==> src/rtl/noc_inject_arbiter.sv <==
// noc_inject_arbiter: packet-level round-robin arbiter sharing one
// NoC injection port; grant is held from header flit to tail flit.
`ifndef Noc_Data_Width
`define Noc_Data_Width 32
`endif

module noc_inject_arbiter #(
    parameter int NUM_REQ = 4,
    parameter int DATA_W  = `Noc_Data_Width,
    parameter int CNT_W   = 16
) (
    input  logic                      noc_clk,
    input  logic                      noc_rst_n,
    input  logic [NUM_REQ-1:0]        req_valid,
    output logic [NUM_REQ-1:0]        req_ready,
    input  logic [NUM_REQ*DATA_W-1:0] req_flit,
    input  logic [NUM_REQ-1:0]        req_is_header,
    input  logic [NUM_REQ-1:0]        req_is_tail,
    output logic                      out_valid,
    input  logic                      out_ready,
    output logic [DATA_W-1:0]         out_flit,
    output logic                      out_is_header,
    output logic                      out_is_tail,
    output logic [2:0]                grant_id,
    output logic                      busy,
    output logic [NUM_REQ-1:0]        err_flags,
    input  logic                      err_clear,
    output logic [CNT_W-1:0]          pkt_cnt
);

    typedef enum logic {IDLE, LOCKED} state_t;

    state_t             state, state_n;
    logic [2:0]         rr_ptr, rr_n, grant_n;
    logic               first, first_n;
    logic [NUM_REQ-1:0] err_n;
    logic [CNT_W-1:0]   cnt_n;
    logic [NUM_REQ-1:0] cand, stray;
    logic               g_valid;
    logic               found;
    logic               xfer;

    assign cand  = req_valid & req_is_header;
    assign stray = req_valid & ~req_is_header;
    assign busy  = (state == LOCKED);

    // Select the granted requester's lane; flit and flags always follow it.
    always_comb begin
        g_valid       = 1'b0;
        out_flit      = '0;
        out_is_header = 1'b0;
        out_is_tail   = 1'b0;
        for (int i = 0; i < NUM_REQ; i++) begin
            if (i == int'(grant_id)) begin
                g_valid       = req_valid[i];
                out_flit      = req_flit[i*DATA_W +: DATA_W];
                out_is_header = req_is_header[i];
                out_is_tail   = req_is_tail[i];
            end
        end
    end

    // Next-state, arbitration, handshake and error/counter updates.
    always_comb begin
        state_n   = state;
        grant_n   = grant_id;
        rr_n      = rr_ptr;
        first_n   = first;
        err_n     = err_flags;
        cnt_n     = pkt_cnt;
        req_ready = '0;
        out_valid = 1'b0;
        found     = 1'b0;
        xfer      = 1'b0;
        unique case (state)
            IDLE: begin
                for (int i = NUM_REQ - 1; i >= 0; i--) begin
                    if (cand[i] && i >= int'(rr_ptr)) begin
                        found   = 1'b1;
                        grant_n = 3'(i);
                    end
                end
                if (!found) begin
                    for (int i = NUM_REQ - 1; i >= 0; i--) begin
                        if (cand[i]) begin
                            found   = 1'b1;
                            grant_n = 3'(i);
                        end
                    end
                end
                if (found) begin
                    state_n = LOCKED;
                    first_n = 1'b1;
                end
                req_ready = stray;
                err_n     = err_flags | stray;
            end
            LOCKED: begin
                out_valid = g_valid;
                for (int i = 0; i < NUM_REQ; i++) begin
                    if (i == int'(grant_id)) req_ready[i] = out_ready;
                end
                xfer = g_valid & out_ready;
                if (xfer) begin
                    first_n = 1'b0;
                    if (out_is_header && !first) begin
                        for (int i = 0; i < NUM_REQ; i++) begin
                            if (i == int'(grant_id)) err_n[i] = 1'b1;
                        end
                    end
                    if (out_is_tail) begin
                        state_n = IDLE;
                        rr_n    = (int'(grant_id) == NUM_REQ - 1) ?
                                  3'd0 : grant_id + 3'd1;
                        cnt_n   = pkt_cnt + CNT_W'(1);
                    end
                end
            end
            default: ;
        endcase
        if (err_clear) err_n = '0;
        if (!noc_rst_n) begin
            req_ready = '0;
            out_valid = 1'b0;
        end
    end

    // State and bookkeeping registers.
    always_ff @(posedge noc_clk or negedge noc_rst_n) begin
        if (!noc_rst_n) begin
            state     <= IDLE;
            rr_ptr    <= 3'd0;
            grant_id  <= 3'd0;
            first     <= 1'b0;
            err_flags <= '0;
            pkt_cnt   <= '0;
        end else begin
            state     <= state_n;
            rr_ptr    <= rr_n;
            grant_id  <= grant_n;
            first     <= first_n;
            err_flags <= err_n;
            pkt_cnt   <= cnt_n;
        end
    end

endmodule

==> config.mk <==
export PLATFORM = sky130hd
export DESIGN_NAME = noc_inject_arbiter
export DESIGN_NICKNAME = d
export VERILOG_FILES = /design/src/rtl/noc_inject_arbiter.sv
export SDC_FILE = /design/constraint.sdc
export NUM_CORES = 1
export LEC_CHECK = 0
export CORE_ASPECT_RATIO = 0.6
export CORE_MARGIN = 8
export CORE_UTILIZATION = 30
export DETAILED_ROUTE_END_ITERATION = 7
export PLACE_DENSITY = 0.74
export SYNTH_ARGS = -nofsm -noshare
export SYNTH_HDL_FRONTEND = slang
export SYNTH_SLANG_ARGS = --single-unit
==> constraint.sdc <==
create_clock -name noc_clk -period 2 [get_ports noc_clk]
set_input_delay 0.2 -clock noc_clk [delete_from_list [all_inputs] [get_ports noc_clk]]
set_output_delay 0.2 -clock noc_clk [all_outputs]
set_load 0.01 [all_outputs]
# == Word-level counts from Yosys, hierarchy flattened ==
# Index checks and enable logic that the tools add are counted.
# word_totals
reg_bits,28
wordCells,106
inputBits,144
# op_classes
n_addsub,2
n_lt_le_gt_ge,4
n_bitwise,6
n_reduce_logical,13
n_eq_ne,12
mux,60
# ops
cell,n
32-bit 2-to-1 mux,4
1-bit 2-to-1 mux,38
3-bit 2-to-1 mux,10
3-bit by 2-bit inequality test with 1-bit output (second input constant),6
16-bit by 1-bit adder with 16-bit output (second input constant),1
4-bit 2-to-1 mux,4
4-bit one-hot mux with 2 select lines,2
3-bit AND reduction,5
4-bit bitwise AND,2
3-bit == test (first input constant),2
1-bit by 3-bit >= comparator with 1-bit output (first input constant),2
2-bit by 3-bit >= comparator with 1-bit output (first input constant),2
1-bit logical AND,5
4-bit NOT,1
4-bit OR,1
1-bit one-hot mux with 2 select lines,2
3-bit by 1-bit adder with 3-bit output (second input constant),1
2-bit by 3-bit == test with 1-bit output (first input constant),1
3-bit == test (second input constant),1
3-bit zero test,1
2-bit by 1-bit inequality test with 1-bit output (second input constant),1
2-bit inequality test (second input constant),1
2-bit AND reduction,1
1-bit bitwise AND,1
2 further kinds,2

# == Logic depth before layout (Yosys ltp) ==
# Gate-level depths: netlist (run 1).
# depth
depth_word,11
depth_mapped,10

# == Worst setup path after synthesis (run 1) ==
# No wires, ideal clock.
# synth_path
path_kind,flip-flop to output port
start,reg grant_id[0]
end,out out_flit[1]
path_slack_ns,-0.248
arrival_time_ns,2.048
stages_incl_launch_ff,9
n_path_buf,1
path_cell_list,dfrtp_1 -> inv_1 -> ha_1 -> nor3b_1 -> clkbuf_1 -> a22oi_1 -> nand2_1 -> o21ai_0 -> o21ai_0
# synth_between
elab_chain_len,5
elab_cells_between_ends,8
classes_between,eq/ne (3); mux (4); reduce/logical (1)
# synth_rtl
element,line,text
"start, declared",24,"output logic [2:0] grant_id,"
"start signal, assigned",140,grant_id <= grant_n;
3-bit zero test,54,if (i == int'(grant_id)) begin
32-bit 2-to-1 mux (3 in series),54,
32-bit 2-to-1 mux (*),54,
"end, declared",21,"output logic [DATA_W-1:0] out_flit,"
# Every way passes the cells marked *; elsewhere a longest branch is shown, timed or not.

# == Final worst setup path (run 1) ==
# layout_path
start,reg grant_id[0]
end,out out_flit[14]
# The elaborated chain is that of the path after synthesis.

==> out/metrics.yaml, run 1 <==
outcome:
  status: "finished with violations"
  violations: "setup timing"
critical_path:
  cp_cell_sequence: "inv_4, ha_4, nor3b_4, buf_4, clkbuf_16, a22oi_2, nand2_1, o21ai_1, o21ai_1, buf_2"
  critical_path.max_stage_delay_ps: 460
  cp.arrival_ps: 2090
  cp_max_fo: 8
  crit_path_end_kind: "output port"
  cp-start-kind: "flip-flop"
  cp_data_required_time_ps: 1800
  crit_slowest_cell: "dfrtp_2"
  crit_top_cell: "o21ai_1"
  worstSetupPathType: "flip-flop to output port"
clocking:
  htreeDepth: 1
  cts_inserted_buffers: 3
  clkLatencyLatePin_ps: 270
  clock-sinks: 28
  clockBufferDepth: 2
  root_buffer: "clkbuf_16"
  cts.clk_slew.worst_paths_ps: 80
  cts_tree: "built"
route:
  vias_per_cell: 5.27
  remaining_drc_errors: 0
  vias: 3924
  wl_um: 15700
  wire_per_inst_um: 21.0
  first_pass_iters: 5
  dr.first_iter.drc_count: 271
  detail-route-antenna-nets: 0
global_routing:
  antenna_found_initial: 0
  grt_max_degree: 50
  grt_pass1_vias: 3836
  grt_pass1_wl_um: 20600
  grt_usage: 0.216
  grt.overflow.total: 0
die:
  core_area_mm2: 0.00839
  die_w_um: 135
  fp.dieH_um: 87.6
  start_util: 0.306
  num_io_pins: 207
  die-area_mm2: 0.0119
  std_cell_rows: 26
power_and_ir_drop:
  power_density_mw_per_mm2: 1440
  peakVddDrop_mv: 0.702
  p_leak_nw: 2.66
  finalPower_w: 0.00896
synthesis:
  synth_area_leader_cell: "dfrtp_1"
  syn_inst: 357
  synth_top_area_frac: 0.273
  synth-edff-count: 0
  ys.flop_type: "dfrtp_1"
  yosysMostFrequentCell: "nand2_1"
  synth_seq_cells: 28
  synthTopCellsByArea: "dfrtp_1 (27%), o21ai_0 (13%), nand2_1 (12%)"
  synth_cell_types: 47
  ys_top_cells_by_count: "nand2_1 (82), o21ai_0 (67), a22oi_1 (32)"
  yosysSeqAreaShare: 0.273
  synth_fp_nets: 506
  synth_async_sr_flop_share: 1.00
  netlist_area_mm2: 0.00256
  ys_warn_count: 0
  avgSynthCellArea_um2: 7.18
timing:
  hold_viol_final: 0
  slew_headroom: 0.657
  layout_setup_ws_ps: -294
  rsz0062_at_grt: "true"
  post-route-period-util: 1.15
  worst_pin_slew_ps: 513
  fin_worst_skew_ps: 5.94
  slew_violations: 0
  setup_viol_count_final: 59
  period_minus_slack_ps: 2290
  fmax_mhz: 436
finish:
  drive_gt1_frac: 0.370
  area_growth_pct: 142
  diodes: 0
  fill_cells: 595
  nNetsFinal: 783
placement:
  io_buffers: 206
  hpwlAfterDp_um: 9920
  globalplace.congestion: 0.872
  dp_slack_ps: -373
run:
  maxCapViolations: 0
worst_hold_path:
  hold_path.class: "input port to async pin"
critical path, delay by kind of cell, from the launching register on:
| kind | cells | cell delay, ps |
|---|---|---|
| buffers and inverters | 4 | 580 |
| DFF | 1 | 460 |
| and+or+nand+nor | 2 | 390 |
| AOI/OAI and AO/OA | 3 | 250 |
| adders and majority gates | 1 | 130 |
where the power goes:
group	switching, W	internal [W]	leakage (nW)
clock network	0.000209	0.000399	0.0511
logic	0.00367	0.00387	2.25
registers	0.000140	0.000678	0.362
registers in the layout, summed over array words and instances, names as in the netlist:
signal and count:
busy 1, first 1, pkt_cnt 16, rr_ptr 3
grant_id 3, err_flags 4
path summary, 6_finish.rpt:
check	cells past startpoint	slack, ps	startpoint	end
max reg2reg	8	-280	grant_id[0]$_DFFE_PN0N_	pkt_cnt[1]$_DFFE_PN0P_
min reg2reg	1	480	pkt_cnt[15]$_DFFE_PN0P_	pkt_cnt[15]$_DFFE_PN0P_
max in group asynchronous	2	1280	noc_rst_n	grant_id[0]$_DFFE_PN0N_
min in group noc_clk	1	480	pkt_cnt[15]$_DFFE_PN0P_	pkt_cnt[15]$_DFFE_PN0P_
max	10	-290	grant_id[0]$_DFFE_PN0N_	out_flit[14]
min	2	460	noc_rst_n	err_flags[1]$_DFFE_PN0P_
cells by family after synthesis:
logic type	after synthesis	share of synthesized area
simple gates	145	0.268
compound gates	128	0.324
buf+inv	35	0.0551
flops	28	0.273
xor+xnor	15	0.0512
fa+ha+maj	5	0.0244
mux	1	0.00439
metal layers:
| metal | up-vias | part of all wire | global-route usage |
|---|---|---|---|
| met1 | 1869 | 0.43 | 0.260 |
| li1 | 1835 | - | - |
| met3 | 25 | 0.081 | 0.0590 |
| met2 | 195 | 0.48 | 0.380 |
| met4 | 0 | 0.017 | 0.0401 |
| met5 | - | 0 | 0 |
metrics by stage:
stage	std cells	utilization	cell area [um2]	TNS [ps]	hold WS, ps
after global routing	745	0.740	6210	-15250	494
after CTS	729	0.677	5680	-7770	452
after floorplan	357	-	2620	-1180	-95.6
after global placement	698	0.613	5150	-14030	465
after detailed placement	698	0.613	5150	-15620	458
final	745	0.740	6210	-10050	462
cells in the final DEF, fill, tap and decap left out, drive strengths merged, types with 2 or more instances in the layout:
cell type and instances:
a22oi 32, nor2b 8, nor4 5, ha 5, nand4 2, nor3 5
buf 122, o21a 2, dfrtp 28, nand3b 2, nor3b 6, xnor2 4
a211oi 7, a21oi 7, nand3 7, nor2 19, nand2 82, inv 9
o21ai 68, clkdlybuf4s50 167, xor2 11, clkbuf 10, and2 3, o2111ai 2
area by class of cell:
cell class	count	area, um2	share of cell area
flip-flops and latches	28	702	0.113
clock inverters	1	30.0	0.00483
clock buffers	3	75.1	0.0121
multi-input cells	294	2270	0.366
inverters	9	36.3	0.00584
repair buffers	298	2960	0.476
well taps	112	140	0.0225
what timing repair did:
action	in CTS	in global routing
pin swaps	47	54
hold buffers	0	0
gates resized for setup	246	84
setup buffers	24	11
setup endpoints to repair	63	62
cloned	4	7
(Power assumes the default switching activity.)
==> inputs of run 2 (changes only) <==
--- a/config.mk
+++ b/config.mk
@@ -6,4 +6,5 @@
 export NUM_CORES = 1
 export LEC_CHECK = 0
+export CAP_MARGIN = 30
 export CORE_ASPECT_RATIO = 0.6
 export CORE_MARGIN = 8
==> constraint.sdc (replaced) <==
create_clock -name noc_clk -period 2 [get_ports noc_clk]
set_input_delay 0.6 -clock noc_clk [delete_from_list [all_inputs] [get_ports noc_clk]]
set_output_delay 0.6 -clock noc_clk [all_outputs]
set_load 0.01 [all_outputs]
==> out/metrics.yaml, run 2 (synthesis results as in run 1) <==
timing:
  period_minus_slack_ps: 2630  # was 2290 ps
  setup_viol_count_final: 64  # was 59
  fin_worst_skew_ps: 4.68  # was 5.94 ps
  slew_violations: 0  # unchanged
  worst_pin_slew_ps: 497  # was 513 ps
  layout_setup_ws_ps: -631  # was -294 ps
  rsz0062_at_grt: "true"  # unchanged
  fmax_mhz: 380  # was 436 MHz
  hold_viol_final: 0  # unchanged
  post-route-period-util: 1.32  # was 1.15
  slew_headroom: 0.665  # was 0.657
finish:
  final_common_cell: "clkdlybuf4s50_1"  # unchanged
  area_growth_pct: 140  # was 142%
  instances_no_fill: 744  # was 745
  top_regs: "pkt_cnt x16, err_flags x4"  # unchanged
  largest-register: "pkt_cnt"  # unchanged
  nNetsFinal: 781  # was 783
  fill_cells: 626  # was 595
  final_area_mm2: 0.00615  # was 0.00621 mm2
  drive_gt1_frac: 0.377  # was 0.370
  layout_common_cells: "clkdlybuf4s50_1 (158), nand2_1 (77), o21ai_1 (46), buf_4 (46), buf_2 (35)"  # was clkdlybuf4s50_1 (167), nand2_1 (70), o21ai_1 (55)
  largest_reg_flops: 16  # unchanged
die:
  start_util: 0.306  # unchanged
  std_cell_rows: 26  # unchanged
  die_w_um: 135  # unchanged
  fp.dieH_um: 87.6  # unchanged
  num_io_pins: 207  # unchanged
  core_area_mm2: 0.00839  # unchanged
  die-area_mm2: 0.0119  # unchanged
placement:
  hpwlAfterDp_um: 10400  # was 9920 um
  io_buffers: 206  # unchanged
  dpl.cell_count: 695  # was 698
  place_area_mm2: 0.00527  # was 0.00515 mm2
  dp_slack_ps: -857  # was -373 ps
  globalplace.congestion: 0.847  # was 0.872
critical_path:
  crit_slowest_cell: "dfrtp_2"  # unchanged
  cp_max_fo: 8  # unchanged
  cp_top_family: "buffers and inverters"  # unchanged
  cp.arrival_ps: 2030  # was 2090 ps
  ff2ff_path_depth: 11  # was 8
  cp-start-kind: "flip-flop"  # unchanged
  cp_data_required_time_ps: 1400  # was 1800 ps
  crit_top_cell: "o21ai_1"  # unchanged
  critPathBufInv: 5  # was 4
  critical_path.max_stage_delay_ps: 460  # about the same
  cp_cell_sequence: "inv_4, ha_4, nor3b_4, buf_6, buf_12, buf_4, a22oi_2, nand2_1, o21ai_1, o21ai_1, buf_2"  # was inv_4, ha_4, nor3b_4, buf_4, clkbuf_16, a22oi_2, nand2_1, o21ai_1, o21ai_1, buf_2
  worstSetupPathType: "flip-flop to output port"  # unchanged
  path_depth: 11  # was 10
  crit_path_end_kind: "output port"  # unchanged
route:
  remaining_drc_errors: 0  # unchanged
  dr.first_iter.drc_count: 237  # was 271
  wire_per_inst_um: 20.2  # was 21.0 um
  vias_per_cell: 5.20  # was 5.27
  vias: 3871  # was 3924
  detail-route-antenna-nets: 0  # unchanged
  wl_um: 15000  # was 15700 um
  first_pass_iters: 4  # was 5
clocking:
  htreeDepth: 1  # unchanged
  cts_tree: "built"  # unchanged
  root_buffer: "clkbuf_16"  # unchanged
  clockBufferDepth: 2  # unchanged
  cts_inserted_buffers: 3  # unchanged
  clock-sinks: 28  # unchanged
  clkLatencyLatePin_ps: 260  # was 270 ps
  cts.clk_slew.worst_paths_ps: 70  # was 80 ps
global_routing:
  grt_pass1_wl_um: 21600  # was 20600 um
  grt.overflow.total: 0  # unchanged
  grt_usage: 0.228  # was 0.216
  grt_max_degree: 30  # was 50
  grt_pass1_vias: 3919  # was 3836
  antenna_found_initial: 2  # was 0
run:
  maxCapViolations: 0  # unchanged
power_and_ir_drop:
  power_density_mw_per_mm2: 1390  # was 1440 mW/mm2
  finalPower_w: 0.00855  # was 0.00896 W
  p_leak_nw: 2.68  # was 2.66 nW
  peakVddDrop_mv: 0.564  # was 0.702 mV
worst_hold_path:
  hold_path.class: "input port to async pin"  # unchanged
outcome:
  violations: "setup timing"  # unchanged
  status: "finished with violations"  # unchanged
run 2: cell count changes in the layout (fill, tap and decap cells not counted), sizes merged:
cell / change
dlygate4sd2: +4
clkdlybuf4s50: -9
dlymetal6s2s: +1
diode: +1
clkdlybuf4s15: +2
clkbuf: -7
buf: +7
run 2: final timing paths:
kind	start	endpoint	slack, ps
worst max-delay path	grant_id[0]$_DFFE_PN0N_	out_flit[12]	-630
worst min-delay path	noc_rst_n	pkt_cnt[3]$_DFFE_PN0P_	380
max in group asynchronous	noc_rst_n	busy$_DFF_PN0_	1240
min in group noc_clk	pkt_cnt[8]$_DFFE_PN0P_	pkt_cnt[8]$_DFFE_PN0P_	500
worst max register to register	grant_id[0]$_DFFE_PN0N_	pkt_cnt[4]$_DFFE_PN0P_	-540
worst min register to register	pkt_cnt[8]$_DFFE_PN0P_	pkt_cnt[8]$_DFFE_PN0P_	500
run 2: layer usage:
metal,track usage,share of wire
met4,0.0391,0.016
met3,0.0447,0.061
met2,0.411,0.50
met1,0.279,0.42
met5,0,0.00053
run 2: final cells by class:
type | count | area, um2 | share of cell area
timing repair buffer | 296 | 2890 | 0.469
multi-input combinational | 294 | 2270 | 0.369
sequential | 28 | 706 | 0.115
tap | 112 | 140 | 0.0228
clock buffer | 3 | 75.1 | 0.0122
inverter | 9 | 38.8 | 0.00631
clock inverter | 1 | 30.0 | 0.00489
antenna | 1 | 2.50 | 0.000407
run 2: timing repair:
item	4_1_cts	5_1_grt
hold buffers	0	0
cloned	6	0
pin swaps	43	22
setup endpoints to repair	66	65
gates resized for setup	264	46
setup buffers	32	15
run 2: report_power, final:
part	internal, W	switching [W]
clock	0.000399	0.000201
sequential	0.000683	0.000151
combinational	0.00358	0.00354
run 2: per-stage QoR:
step | setup TNS, ps | hold slack, ps | util
floorplan | -8470 | 304 | -
global placement | -33870 | 459 | 0.628
detailed placement | -35920 | 471 | 0.628
CTS | -24990 | 379 | 0.710
global route | -34190 | 381 | 0.732
finish | -28240 | 379 | 0.732
